**src/rtl/riscv_decode_stage.sv**
```systemverilog
// rtl/riscv_decode_stage.sv - RV32I decode stage: one-entry pipeline register with stall/flush; RISCV_BYPASS_EN adds writeback bypass capture
module riscv_decode_stage #(
  parameter int BUS_WIDTH      = 32,
  parameter int REG_ADDR_WIDTH = 5
) (
  input  logic                      i_CLK,
  input  logic                      i_RST,
  input  logic                      i_VALID,
  output logic                      o_READY,
  input  logic [BUS_WIDTH-1:0]      i_INSTR,
  input  logic [BUS_WIDTH-1:0]      i_PC,
  input  logic                      i_FLUSH,
  output logic [REG_ADDR_WIDTH-1:0] o_RR1,
  output logic [REG_ADDR_WIDTH-1:0] o_RR2,
  output logic                      o_VALID,
  input  logic                      i_READY,
  output logic [BUS_WIDTH-1:0]      o_PC,
  output logic [REG_ADDR_WIDTH-1:0] o_RD,
  output logic [BUS_WIDTH-1:0]      o_IMM,
  output logic [2:0]                o_FUNCT3,
  output logic                      o_FUNCT7B5,
  output logic [3:0]                o_OPCLASS,
  output logic                      o_REG_WRITE,
`ifdef RISCV_BYPASS_EN
  output logic                      o_BYP1,
  output logic                      o_BYP2,
  output logic [BUS_WIDTH-1:0]      o_BYPDATA1,
  output logic [BUS_WIDTH-1:0]      o_BYPDATA2,
  input  logic                      i_WB_EN,
  input  logic [REG_ADDR_WIDTH-1:0] i_WB_RD,
  input  logic [BUS_WIDTH-1:0]      i_WB_DATA,
`endif
  output logic                      o_ILLEGAL
);

  localparam logic [3:0] CLS_OP      = 4'd0;
  localparam logic [3:0] CLS_OPIMM   = 4'd1;
  localparam logic [3:0] CLS_LOAD    = 4'd2;
  localparam logic [3:0] CLS_STORE   = 4'd3;
  localparam logic [3:0] CLS_BRANCH  = 4'd4;
  localparam logic [3:0] CLS_JAL     = 4'd5;
  localparam logic [3:0] CLS_JALR    = 4'd6;
  localparam logic [3:0] CLS_LUI     = 4'd7;
  localparam logic [3:0] CLS_AUIPC   = 4'd8;
  localparam logic [3:0] CLS_SYSTEM  = 4'd9;
  localparam logic [3:0] CLS_ILLEGAL = 4'd15;

  logic                      accept;
  logic                      sign;
  logic [3:0]                dec_cls;
  logic [BUS_WIDTH-1:0]      dec_imm;
  logic                      dec_rw;
  logic [REG_ADDR_WIDTH-1:0] rs1_in;
  logic [REG_ADDR_WIDTH-1:0] rs2_in;
  logic [REG_ADDR_WIDTH-1:0] rd_in;
  // Only the rs fields of the held instruction are ever read; reset value matches a NOP (both 0)
  logic [REG_ADDR_WIDTH-1:0] held_rs1;
  logic [REG_ADDR_WIDTH-1:0] held_rs2;

  assign o_READY = !o_VALID || i_READY;
  assign accept  = i_VALID && o_READY && !i_FLUSH;
  assign rs1_in  = i_INSTR[19:15];
  assign rs2_in  = i_INSTR[24:20];
  assign rd_in   = i_INSTR[11:7];
  assign sign    = i_INSTR[31];

  assign o_RR1 = accept ? rs1_in : held_rs1;
  assign o_RR2 = accept ? rs2_in : held_rs2;

  always_comb begin
    dec_cls = CLS_ILLEGAL;
    dec_imm = '0;
    if (i_INSTR[1:0] == 2'b11) begin
      case (i_INSTR[6:2])
        5'b01100: dec_cls = CLS_OP;
        5'b00100: begin
          dec_cls = CLS_OPIMM;
          dec_imm = {{20{sign}}, i_INSTR[31:20]};
        end
        5'b00000: begin
          dec_cls = CLS_LOAD;
          dec_imm = {{20{sign}}, i_INSTR[31:20]};
        end
        5'b01000: begin
          dec_cls = CLS_STORE;
          dec_imm = {{20{sign}}, i_INSTR[31:25], i_INSTR[11:7]};
        end
        5'b11000: begin
          dec_cls = CLS_BRANCH;
          dec_imm = {{19{sign}}, i_INSTR[31], i_INSTR[7], i_INSTR[30:25], i_INSTR[11:8], 1'b0};
        end
        5'b11011: begin
          dec_cls = CLS_JAL;
          dec_imm = {{11{sign}}, i_INSTR[31], i_INSTR[19:12], i_INSTR[20], i_INSTR[30:21], 1'b0};
        end
        5'b11001: begin
          dec_cls = CLS_JALR;
          dec_imm = {{20{sign}}, i_INSTR[31:20]};
        end
        5'b01101: begin
          dec_cls = CLS_LUI;
          dec_imm = {i_INSTR[31:12], 12'b0};
        end
        5'b00101: begin
          dec_cls = CLS_AUIPC;
          dec_imm = {i_INSTR[31:12], 12'b0};
        end
        5'b11100: dec_cls = CLS_SYSTEM;
        default:  dec_cls = CLS_ILLEGAL;
      endcase
    end
  end

  always_comb begin
    dec_rw = 1'b0;
    case (dec_cls)
      CLS_OP, CLS_OPIMM, CLS_LOAD, CLS_JAL, CLS_JALR, CLS_LUI, CLS_AUIPC:
        dec_rw = (rd_in != '0);
      default: dec_rw = 1'b0;
    endcase
  end

  always_ff @(posedge i_CLK) begin
    if (i_RST) begin
      o_VALID     <= 1'b0;
      o_PC        <= '0;
      o_RD        <= '0;
      o_IMM       <= '0;
      o_FUNCT3    <= '0;
      o_FUNCT7B5  <= 1'b0;
      o_OPCLASS   <= '0;
      o_REG_WRITE <= 1'b0;
      o_ILLEGAL   <= 1'b0;
      held_rs1    <= '0;
      held_rs2    <= '0;
`ifdef RISCV_BYPASS_EN
      o_BYP1      <= 1'b0;
      o_BYP2      <= 1'b0;
      o_BYPDATA1  <= '0;
      o_BYPDATA2  <= '0;
`endif
    end else if (accept) begin
      o_VALID     <= 1'b1;
      o_PC        <= i_PC;
      o_RD        <= rd_in;
      o_IMM       <= dec_imm;
      o_FUNCT3    <= i_INSTR[14:12];
      o_FUNCT7B5  <= i_INSTR[30];
      o_OPCLASS   <= dec_cls;
      o_REG_WRITE <= dec_rw;
      o_ILLEGAL   <= (dec_cls == CLS_ILLEGAL);
      held_rs1    <= rs1_in;
      held_rs2    <= rs2_in;
`ifdef RISCV_BYPASS_EN
      o_BYP1      <= i_WB_EN && (i_WB_RD != '0) && (i_WB_RD == rs1_in);
      o_BYP2      <= i_WB_EN && (i_WB_RD != '0) && (i_WB_RD == rs2_in);
      o_BYPDATA1  <= i_WB_DATA;
      o_BYPDATA2  <= i_WB_DATA;
`endif
    end else begin
      if (i_FLUSH || i_READY) o_VALID <= 1'b0;
`ifdef RISCV_BYPASS_EN
      // While stalled the reg file read has caught up with the write, so the bypass is stale
      if (!i_READY) begin
        o_BYP1 <= 1'b0;
        o_BYP2 <= 1'b0;
      end
`endif
    end
  end

endmodule

```
**config.mk**
```make
export PLATFORM = sky130hd
export DESIGN_NAME = riscv_decode_stage
export DESIGN_NICKNAME = d
export VERILOG_FILES = /design/src/rtl/riscv_decode_stage.sv
export SDC_FILE = /design/constraint.sdc
export NUM_CORES = 1
export LEC_CHECK = 0
export ABC_CLOCK_PERIOD_IN_PS = 3830
export BUFFER_PORTS_ARGS = -buffer_cell sky130_fd_sc_hd__clkbuf_2
export CAP_MARGIN = 20
export CORE_MARGIN = 5
export CORE_UTILIZATION = 30
export CTS_CLUSTER_SIZE = 24
export DETAILED_ROUTE_END_ITERATION = 6
export PLACE_DENSITY = 0.51
export SYNTH_ARGS = -nofsm -noshare
export SYNTH_HDL_FRONTEND = slang
export SYNTH_SLANG_ARGS = --single-unit
```
**constraint.sdc**
```tcl
create_clock -name i_CLK -period 3.83 [get_ports i_CLK]
set_input_delay 0.383 -clock i_CLK [delete_from_list [all_inputs] [get_ports i_CLK]]
set_output_delay 0.383 -clock i_CLK [all_outputs]
set_load 0.01 [all_outputs]
```
==> summary.txt, run 1 <==
STA
  – Endpoints failing hold: 0
  – Count of pins over their slew limit: 0
  – Hold Slack: between 0.2 and 0.3 ns
  – Period minus WS final: approximately 2.5 ns
  – Worst-Margin Slew: approximately 1.1 ns
  – RSZ-0062 raised after global routing: false
  – Final worst-path cycle share: 0.661
  – Setup WS post-layout: between 1 and 1.5 ns
  – Final Setup Violations: 0
  – Fmax achieved: just under 400 MHz
  – Relative slew slack: 0.248
  – Fin Setup TNS: 0 ns
  – Skew final: ~0.0046 ns

Critical path
  – Critical path's most frequent cell: nand2_1
  – R2r worst-path depth: 7
  – Worst EP arrival: 2.15 ns
  – Crit end category: primary output
  – Startpoint Class: flop
  – Crit-path cells: nor2b_1 > inv_1 > nand3b_1 > buf_4 > nand2_1 > nand2_1 > clkbuf_2
  – Crit-path leading delay family: buffers and inverters
  – Largest stage delay, worst path: approximately 0.60 ns
  – R2R Setup Slk: approximately 1.6 ns
  – Slowest CP cell: buf_4
  – Critical setup path kind: reg2out
  – FF-to-FF Start: o_VALID$_SDFFE_PP0P_
  – Worst Path Buf+Inv: 3
  – Top fanout value on the critical path: 69
  – Reg2reg end: o_IMM[19]$_SDFFE_PP0P_
  – CP required: approximately 3.5 ns

Synth
  – Mux cell area share after synthesis: 0
  – Synth Area in Simple Gates: 0.221
  – Post-synthesis register bit count: 90
  – Top cell type's share of synthesized area: 0.497
  – Compound-gate portion of the synthesized area: 0.231
  – Synth Flop Type: dfxtp_1
  – Yosys warning total: 0
  – Syn Nets: approximately 530
  – Synth area leader: dfxtp_1
  – Post-synth ARST share: 0
  – Post-synth cell types: 37
  – Most frequent cell after synthesis: nand2_1
  – Ranking of synthesized cells by area: dfxtp_1, nand2_1, a21oi_1
  – Sequential share of the synthesized area: 0.497
  – Synth Area per Inst: between 7 and 8 um2
  – Post-synth EDFFs: 0
  – Largest family of logic cells by synthesized area: compound AO/OA/AOI/OAI gates
  – Most instantiated cells after synthesis: nand2_1, dfxtp_1, a21oi_1, nor2_1, clkbuf_1
  – Synthesized-area fraction occupied by adder cells: 0
  – Area of the mapped netlist: 3620 um2
  – XOR/XNOR Fraction of Synth Area: 0.00242
  – Post-synthesis cell count: roughly 460

Drt
  – # DRC: 0
  – Via count: between 3000 and 4000
  – Post-detailed-route wirelength per cell: about 15 um
  – Drt first pass iters: 4
  – Routed vias/inst: roughly 4.8
  – ANT nets after route: 0
  – Final WL: approximately 11000 um
  – DR iter-0 viols: between 200 and 300

Cells and area
  – Synth-to-layout area growth: 31.7%
  – Layout Nets: 670
  – Reg area: 1800 um2
  – Share of layout cells above drive strength 1: 0.325
  – Fillers: 1276
  – # diodes: 0
  – Non-filler cells, final: 753
  – Post-Layout Inst Area: 4770 um2
  – Multi-input combinational cell area: 1650 um2

Power
  – Switching share of power: 0.260
  – Clock power share: 0.403
  – VDD IR max: 192 uV
  – Sw Pwr: 531 uW
  – Seq pwr share: 0.480
  – Leak Pwr: 2.09 nW
  – PwrDens: between 400 and 500 nW/um2
  – Int Pwr: 1.51 mW
  – Comb pwr share: 0.117

Floorplan
  – # rows: 40
  – Die height: ~120 um
  – Die area: around 14000 um2
  – Core area: roughly 12000 um2
  – Die Width: ~120 um
  – Top Ports: between 150 and 200
  – Starting Density: 0.304

Place
  – Placed cell area: roughly 4500 um2
  – Placer Congestion: about 0.8
  – Detail Placement HPWL: 8540 um
  – Placed cell count: between 700 and 800
  – Dpl ws: 1.44 ns
  – Port bufs: about 160

Clocking
  – Worst skew pair latency: 0.34 ns
  – Number of CTS-inserted buffers: 9
  – Clk pin slew, worst setup/hold paths: ~0.060 ns
  – Resized cells post-CTS: 0
  – Clock sink count: 90
  – # hold bufs at CTS: 0
  – CTS Root Buffer Type: clkbuf_16
  – Post-CTS Setup Inserts: 0
  – CTS tree: yes
  – Clk buf depth: 2
  – # H-tree levels: 3

Global routing
  – Number of antenna violations at the first check in global routing: 0
  – First-pass GRT wire length: about 18000 um
  – GR Overflow Total: 0
  – Pin count of the biggest net entering global routing: 72
  – Tot GR Track Use: 0.157
  – Vias in the first global route: between 3000 and 4000

Hold path
  – HP Class: in2reg
  – Hold endpoint: o_VALID$_SDFFE_PP0P_
  – Hold Path Stages: 2
  – Hold Startpoint: i_FLUSH

Run status
  – Status: completed

Flow run
  – Max-cap violations: 0
## cells by family after synthesis
logic type	count (synthesis)
simple gates	194
compound gates	138
flops	90
buf+inv	35
xor+xnor	1
## per-stage QoR
step	util	power [mW]
final	0.400	2.04
after global placement	0.376	1.24
after detailed placement	0.377	1.24
after global routing	0.400	2.14
after CTS	0.400	2.07
after floorplan	-	1.13
## worst max path at each step
stage | start | to | slack, ns | cells past startpoint
global route | o_VALID$_SDFFE_PP0P_ | o_RR1[0] | 1.07 | 7
finish | o_VALID$_SDFFE_PP0P_ | o_RR1[0] | 1.30 | 7
CTS | o_VALID$_SDFFE_PP0P_ | o_RR2[0] | 1.28 | 7
detailed placement | i_READY | o_IMM[28]$_SDFFE_PP0P_ | 1.44 | 8
floorplan | o_VALID$_SDFFE_PP0P_ | o_RR1[4] | 2.06 | 6
global placement | i_READY | o_IMM[28]$_SDFFE_PP0P_ | 1.52 | 8
## power by group through the flow
stage               Clock (mW)  Combinational, mW  Sequential (mW)
CTS                      0.847              0.242            0.980
detailed placement           0              0.241             1.00
finish                   0.823              0.239            0.980
global placement             0              0.237             1.00
floorplan                    0              0.121             1.01
global route             0.888              0.268            0.982
## registers in the layout, summed over array words and instances, names as in the netlist, 3 cells and up
register,count
o_FUNCT3,3
o_PC,32
o_RD,5
held_rs2,5
o_OPCLASS,4
o_IMM,32
held_rs1,5
## placed cells by master (no fill, tap or decap), types with 3 or more instances in the layout
| cell | synthesis | final |
|---|---|---|
| clkbuf_2 | 0 | 159 |
| nand2_1 | 140 | 140 |
| dfxtp_1 | 90 | 90 |
| a21oi_1 | 78 | 78 |
| nor2_1 | 30 | 30 |
| a22oi_1 | 13 | 13 |
| o21ai_1 | 10 | 10 |
| o21ai_2 | 10 | 10 |
| clkbuf_16 | 0 | 9 |
| nor3_1 | 5 | 5 |
| nor2b_1 | 4 | 4 |
| a211oi_1 | 4 | 4 |
| a22o_1 | 4 | 4 |
| o21ai_0 | 4 | 4 |
| buf_4 | 0 | 4 |
| inv_1 | 3 | 3 |
| nand2b_1 | 3 | 3 |
| a31oi_1 | 3 | 3 |
## worst register-to-register path, cell delays in order (launching register included)
cell	delay, ns
dfxtp_1	0.34
nor2b_1	0.25
inv_1	0.09
nand3b_1	0.09
buf_4	0.60
a211oi_4	0.17
nand2b_2	0.45
o21ai_1	0.15
## final cells by class
class	instances	share of cell area
sequential	90	0.378
clock inverter	6	0.00892
tap	147	0.0386
multi-input combinational	333	0.347
inverter	3	0.00236
timing repair buffer	164	0.175
clock buffer	10	0.0501
## per-layer routing
layer	track usage	vias up	routed length [um]
met5	0	-	0
met4	0.0709	0	261
met3	0.0358	18	643
met2	0.260	95	5580
met1	0.195	1679	4970
li1	-	1832	-
No activity file was read; power rests on OpenSTA's default activity.
==> run 2: changes to the inputs <==
- ABC_CLOCK_PERIOD_IN_PS: 3830 -> 2200
- PLACE_DENSITY: 0.51 -> 0.53
- clock period: 3.83 -> 2.2 ns (I/O delays scaled with it)
==> run 2 against run 1 <==
Flip-flop and latch count stayed put. Design area rose by 1.9%. Total power up 79%. Non-clock buffer count increased by 6. Critical path depth is 1 lower. Hold slack got worse by 0.16 ns. Sequential share of layout area decreased by 0.70 points. Wire length is 3.7% higher. Clock power rose by 85%. Sequential power is 74% higher. Global-route usage is 0.67 points higher. Final cell count increased by 0.80%. Critical endpoint is now o_RR2[3]. Largest power group unchanged.
==> summary.txt, run 2 (synthesis results as in run 1) <==
Global routing
  – GR Overflow Total: 0 (unchanged)
  – Vias in the first global route: 3508 (was 3542)
  – Pin count of the biggest net entering global routing: 71 (was 72)
  – Tot GR Track Use: 0.164 (was 0.157)
  – First-pass GRT wire length: 18800 um (was 18200 um)
  – Number of antenna violations at the first check in global routing: 0 (unchanged)

Floorplan
  – Top Ports: 160 (unchanged)
  – Starting Density: 0.304 (unchanged)
  – Die Width: 120 um (unchanged)
  – Core area: 11900 um2 (unchanged)
  – Die area: 14400 um2 (unchanged)
  – Die height: 120 um (unchanged)
  – # rows: 40 (unchanged)

Cells and area
  – Layout Nets: 676 (was 670)
  – Fillers: 1260 (was 1276)
  – Synth-to-layout area growth: 34.2% (was 31.7%)
  – Multi-input combinational cell area: 1660 um2 (was 1650 um2)
  – Leading cell type in the layout, fill and taps excluded: clkbuf_2 (unchanged)
  – Share of layout cells above drive strength 1: 0.332 (was 0.325)
  – Post-Layout Inst Area: 4860 um2 (was 4770 um2)
  – Reg area: 1800 um2 (unchanged)
  – Top Registers: o_IMM: 32 flops, o_PC: 32 flops (unchanged)
  – Most frequent cells in the layout: clkbuf_2, nand2_1, dfxtp_1, a21oi_1, nor2_1 (unchanged)
  – # diodes: 0 (unchanged)

Flow run
  – Max-cap violations: 0 (unchanged)

Drt
  – Drt first pass iters: 4 (unchanged)
  – ANT nets after route: 0 (unchanged)
  – Via count: 3709 (was 3624)
  – # DRC: 0 (unchanged)
  – Post-detailed-route wirelength per cell: 15.7 um (was 15.2 um)
  – Final WL: 11900 um (was 11500 um)
  – DR iter-0 viols: 229 (was 258)
  – Routed vias/inst: 4.89 (was 4.81)

Place
  – Detail Placement HPWL: 8920 um (was 8540 um)
  – Placed cell area: 4530 um2 (was 4490 um2)
  – Dpl ws: 0.253 ns (was 1.44 ns)
  – Placer Congestion: 0.814 (was 0.806)
  – Port bufs: 159 (unchanged)

STA
  – Final Setup Violations: 0 (unchanged)
  – Relative slew slack: 0.401 (was 0.248)
  – Fin Setup TNS: 0 ns (unchanged)
  – RSZ-0062 raised after global routing: false (unchanged)
  – Fmax achieved: between 500 and 600 MHz
  – Hold Slack: 0.0994 ns (was 0.256 ns)
  – Worst-Margin Slew: 0.898 ns (was 1.12 ns)
  – Setup WS post-layout: 0.211 ns (was 1.30 ns)
  – Period minus WS final: approximately 2 ns
  – Skew final: 0.00479 ns (was 0.00463 ns)
  – Endpoints failing hold: 0 (unchanged)
  – Count of pins over their slew limit: 0 (unchanged)
  – Final worst-path cycle share: 0.904

Critical path
  – Crit end category: primary output (unchanged)
  – CP required: 1.98 ns (was 3.45 ns)
  – Top fanout value on the critical path: 58 (was 69)
  – FF-to-FF Start: o_VALID$_SDFFE_PP0P_ (unchanged)
  – Critical setup path kind: reg2out (unchanged)
  – Worst EP arrival: 1.77 ns (was 2.15 ns)
  – R2R Setup Slk: 0.33 ns (was 1.55 ns)
  – Startpoint Class: flop (unchanged)
  – Reg2reg end: o_IMM[8]$_SDFFE_PP0P_ (was o_IMM[19]$_SDFFE_PP0P_)
  – R2r worst-path depth: 7 (unchanged)

Clocking
  – Clock sink count: 90 (unchanged)
  – CTS Root Buffer Type: clkbuf_16 (unchanged)
  – Number of CTS-inserted buffers: 9 (unchanged)
  – Clk pin slew, worst setup/hold paths: 0.06 ns (about the same)
  – Clk buf depth: 2 (unchanged)
  – CTS tree: yes (unchanged)
  – # H-tree levels: 3 (unchanged)
  – Worst skew pair latency: 0.33 ns (was 0.34 ns)

Run status
  – Status: completed (unchanged)

Hold path
  – Hold Path Stages: 2 (unchanged)
  – Hold endpoint: o_VALID$_SDFFE_PP0P_ (unchanged)
  – Hold Startpoint: i_FLUSH (unchanged)
  – HP Class: in2reg (unchanged)

Power
  – VDD IR max: 315 uV (was 192 uV)
  – Leak Pwr: 2.14 nW (was 2.09 nW)
  – PwrDens: 752 nW/um2 (was 428 nW/um2)
  – Tot Pwr: 3.65 mW (was 2.04 mW)
[run 2: cell types whose count changed in the layout (fill, tap and decap cells not counted)]
cell | previous run | this run
buf_6 | 1 | 0
nor2_1 | 30 | 29
clkinvlp_4 | 2 | 0
clkinv_4 | 2 | 0
buf_12 | 0 | 2
buf_4 | 4 | 9
nor2_2 | 0 | 1
clkbuf_1 | 0 | 1
clkbuf_8 | 1 | 5
clkinv_2 | 2 | 1
[run 2: per-stage QoR]
stage                     instances   util
after global placement          741  0.380
after CTS                       757  0.406
after detailed placement        741  0.380
final                           759  0.408
after global routing            759  0.408
after floorplan                 458      -
[run 2: final cells by class]
| class | instances | share of cell area |
|---|---|---|
| Tap cell | 147 | 0.0378 |
| Timing Repair Buffer | 170 | 0.186 |
| Multi-Input combinational cell | 333 | 0.341 |
| Clock buffer | 15 | 0.0613 |
| Inverter | 3 | 0.00232 |
| Sequential cell | 90 | 0.371 |
| Clock inverter | 1 | 0.00103 |
[run 2: critical path: stages (launching register included)]
cell      delay (ns)
dfxtp_1         0.30
nor2b_1         0.15
nor3b_2         0.33
buf_12          0.30
nand2_1         0.12
nand2_1         0.08
clkbuf_2        0.13
[run 2: power by group]
part           switching, mW  internal (mW)  total, mW
combinational          0.267          0.165      0.432
clock                  0.597          0.919       1.52
sequential            0.0246           1.68       1.71
[run 2: worst max-delay path by stage]
stage,cells after the start,end,startpoint
after floorplan,6,o_RR1[4],o_VALID$_SDFFE_PP0P_
after global placement,5,o_IMM[0]$_SDFFE_PP0P_,o_VALID$_SDFFE_PP0P_
after detailed placement,6,o_IMM[29]$_SDFFE_PP0P_,i_INSTR[2]
after CTS,7,o_RR2[3],o_VALID$_SDFFE_PP0P_
after global routing,6,o_RR1[0],o_VALID$_SDFFE_PP0P_
final,6,o_RR2[3],o_VALID$_SDFFE_PP0P_
[run 2: metal layers]
metal,global-route usage,up-vias,part of all wire
met5,0,-,0
met2,0.258,133,0.46
met3,0.0424,31,0.065
li1,-,1844,-
met1,0.206,1701,0.43
met4,0.0838,0,0.039
[run 2: repair_timing]
action                                 in CTS  in global routing
buffers inserted                            0                  2
hold buffers                                0                  0
pin swaps                                   0                  1
endpoints found under the hold margin       0                  0
setup endpoints to repair                   9                 10
gates resized for setup                     1                  3
==> run 3: changes to the inputs <==
--- a/constraint.sdc
+++ b/constraint.sdc
@@ -3,2 +3,2 @@
 set_output_delay 0.22 -clock i_CLK [all_outputs]
-set_load 0.01 [all_outputs]
+set_load 0.1 [all_outputs]
==> run 3 against run 2 <==
Fmax is 1.9% lower. Critical path depth is the same. Design area increased by 8.0%. Flip-flop and latch count did not move. Final cell count is 0.13% higher. Sequential share of layout area is 2.7 points lower. Critical path type unchanged.
==> summary.txt, run 3 (synthesis results as in run 1) <==
Run status
  – Status: completed (unchanged)

Critical path
  – Worst Path Buf+Inv: 2 (unchanged)
  – Worst EP arrival: 1.81 ns (was 1.77 ns)
  – Crit-path leading delay family: simple AND/OR/NAND/NOR gates (unchanged)
  – Crit-path cells: nor2b_4 > nor3b_2 > buf_12 > nand2_1 > nand2_8 > buf_12 (was nor2b_1 > nor3b_2 > buf_12 > nand2_1 > nand2_1 > clkbuf_2)
  – Startpoint Class: flop (unchanged)
  – Slowest CP cell: dfxtp_4 (was nor3b_2)
  – Largest stage delay, worst path: 0.34 ns (was 0.33 ns)
  – Crit end category: primary output (unchanged)
  – Critical path's most frequent cell: buf_12 (was nand2_1)
  – Top fanout value on the critical path: 33 (was 58)
  – CP required: 1.98 ns (about the same)
  – Critical setup path kind: reg2out (unchanged)

Global routing
  – First-pass GRT wire length: 18600 um (was 18800 um)
  – Number of antenna violations at the first check in global routing: 0 (unchanged)
  – Vias in the first global route: 3568 (was 3508)
  – Tot GR Track Use: 0.164 (about the same)
  – Pin count of the biggest net entering global routing: 62 (was 71)
  – GR Overflow Total: 0 (unchanged)

STA
  – Relative slew slack: 0.519 (was 0.401)
  – Endpoints failing hold: 0 (unchanged)
  – Final worst-path cycle share: 0.921 (was 0.904)
  – Fmax achieved: 493 MHz (was 503 MHz)
  – Final Setup Violations: 0 (unchanged)
  – Worst-Margin Slew: 0.720 ns (was 0.898 ns)
  – Skew final: 0.00598 ns (was 0.00479 ns)
  – Count of pins over their slew limit: 0 (unchanged)
  – RSZ-0062 raised after global routing: false (unchanged)
  – Period minus WS final: 2.03 ns (was 1.99 ns)
  – Fin Setup TNS: 0 ns (unchanged)
  – Hold Slack: 0.0850 ns (was 0.0994 ns)

Clocking
  – Post-CTS Setup Inserts: 1 (was 0)
  – CTS tree: yes (unchanged)
  – Clock sink count: 90 (unchanged)
  – Clk buf depth: 2 (unchanged)
  – Clk pin slew, worst setup/hold paths: 0.06 ns (about the same)
  – Resized cells post-CTS: 0 (was 1)
  – # hold bufs at CTS: 0 (unchanged)
  – CTS Root Buffer Type: clkbuf_16 (unchanged)
  – Number of CTS-inserted buffers: 9 (unchanged)
  – # H-tree levels: 3 (unchanged)
  – Worst skew pair latency: 0.34 ns (was 0.33 ns)

Flow run
  – Max-cap violations: 0 (unchanged)

Floorplan
  – # rows: 40 (unchanged)
  – Core area: 11900 um2 (unchanged)
  – Starting Density: 0.304 (unchanged)
  – Die Width: 120 um (unchanged)
  – Die height: 120 um (unchanged)
  – Top Ports: 160 (unchanged)
  – Die area: 14400 um2 (unchanged)

Power
  – Sw Pwr: 1.31 mW (was 889 uW)
  – VDD IR max: 431 uV (was 315 uV)
  – PwrDens: 804 nW/um2 (was 752 nW/um2)
  – Int Pwr: 2.91 mW (was 2.77 mW)
  – Leak Pwr: 2.23 nW (was 2.14 nW)
  – Switching share of power: 0.310 (was 0.243)
  – Clock power share: 0.381 (was 0.415)
  – Comb pwr share: 0.214 (was 0.118)
  – Seq pwr share: 0.405 (was 0.467)

Place
  – Detail Placement HPWL: 8810 um (was 8920 um)
  – Placer Congestion: 0.879 (was 0.814)
  – Port bufs: 159 (unchanged)

Cells and area
  – Leading cell type in the layout, fill and taps excluded: clkbuf_2 (unchanged)
  – Share of layout cells above drive strength 1: 0.367 (was 0.332)
  – Most frequent cells in the layout: clkbuf_2, nand2_1, dfxtp_1, a21oi_1, nor2_1 (unchanged)
  – Top Registers: o_IMM: 32 flops, o_PC: 32 flops (unchanged)
  – Synth-to-layout area growth: 44.9% (was 34.2%)
  – Layout Nets: 677 (was 676)
  – # diodes: 0 (unchanged)

Drt
  – Routed vias/inst: 4.80 (was 4.89)
  – # DRC: 0 (unchanged)
  – Final WL: 11700 um (was 11900 um)
  – Post-detailed-route wirelength per cell: 15.4 um (was 15.7 um)
  – Drt first pass iters: 5 (was 4)
  – ANT nets after route: 0 (unchanged)
  – DR iter-0 viols: 158 (was 229)
  – Via count: 3646 (was 3709)

Hold path
  – HP Class: in2reg (unchanged)
run 3: cell count changes in the layout (fill, tap and decap cells not counted), moves of 9 or more:
| cell | before | now |
|---|---|---|
| buf_12 | 2 | 13 |
| nand2_2 | 0 | 9 |
| clkbuf_2 | 159 | 149 |
| nand2_1 | 140 | 120 |
| nand2_8 | 0 | 10 |
run 3: cell type report:
type                            count  area [um2]
Sequential cell                    90        1810
Multi-Input combinational cell    333        1850
Tap cell                          147         184
Clock buffer                       15         288
Fill cell                        1259        6660
Inverter                            3        15.0
Clock inverter                      1        30.0
Timing Repair Buffer              171        1070
run 3: final timing paths:
check,startpoint,to,slack (ns),depth (start not counted)
worst max-delay path,o_VALID$_SDFFE_PP0P_,o_RR2[0],0.17,6
worst min-delay path,i_FLUSH,o_VALID$_SDFFE_PP0P_,0.09,2
worst max register to register,o_VALID$_SDFFE_PP0P_,o_IMM[12]$_SDFFE_PP0P_,0.39,7
worst min register to register,o_IMM[22]$_SDFFE_PP0P_,o_IMM[22]$_SDFFE_PP0P_,0.45,2
run 3: routing by layer:
layer	track usage	share of wire
met1	0.203	0.44
met2	0.266	0.47
met3	0.0476	0.064
met4	0.0694	0.019
met5	0	0
run 3: through the flow:
| step | setup slack (ns) | cells | util | cell area, um2 | power [mW] |
|---|---|---|---|---|---|
| 2_1_floorplan | -0.147 | 458 | - | 3850 | 2.40 |
| 3_3_place_gp | 0.349 | 743 | 0.413 | 4920 | 2.64 |
| 3_5_place_dp | 0.307 | 743 | 0.413 | 4920 | 2.65 |
| 4_1_cts | 0.123 | 760 | 0.441 | 5250 | 4.29 |
| 5_1_grt | 0.0650 | 760 | 0.441 | 5250 | 4.41 |
| 6_report | 0.173 | 760 | 0.441 | 5250 | 4.22 |
run 3: power by group through the flow:
stage	clock, mW	sequential [mW]	combinational, mW
detailed placement	0	1.74	0.908
floorplan	0	2.06	0.349
global route	1.74	1.71	0.955
CTS	1.67	1.71	0.912
finish	1.61	1.71	0.904
global placement	0	1.74	0.902
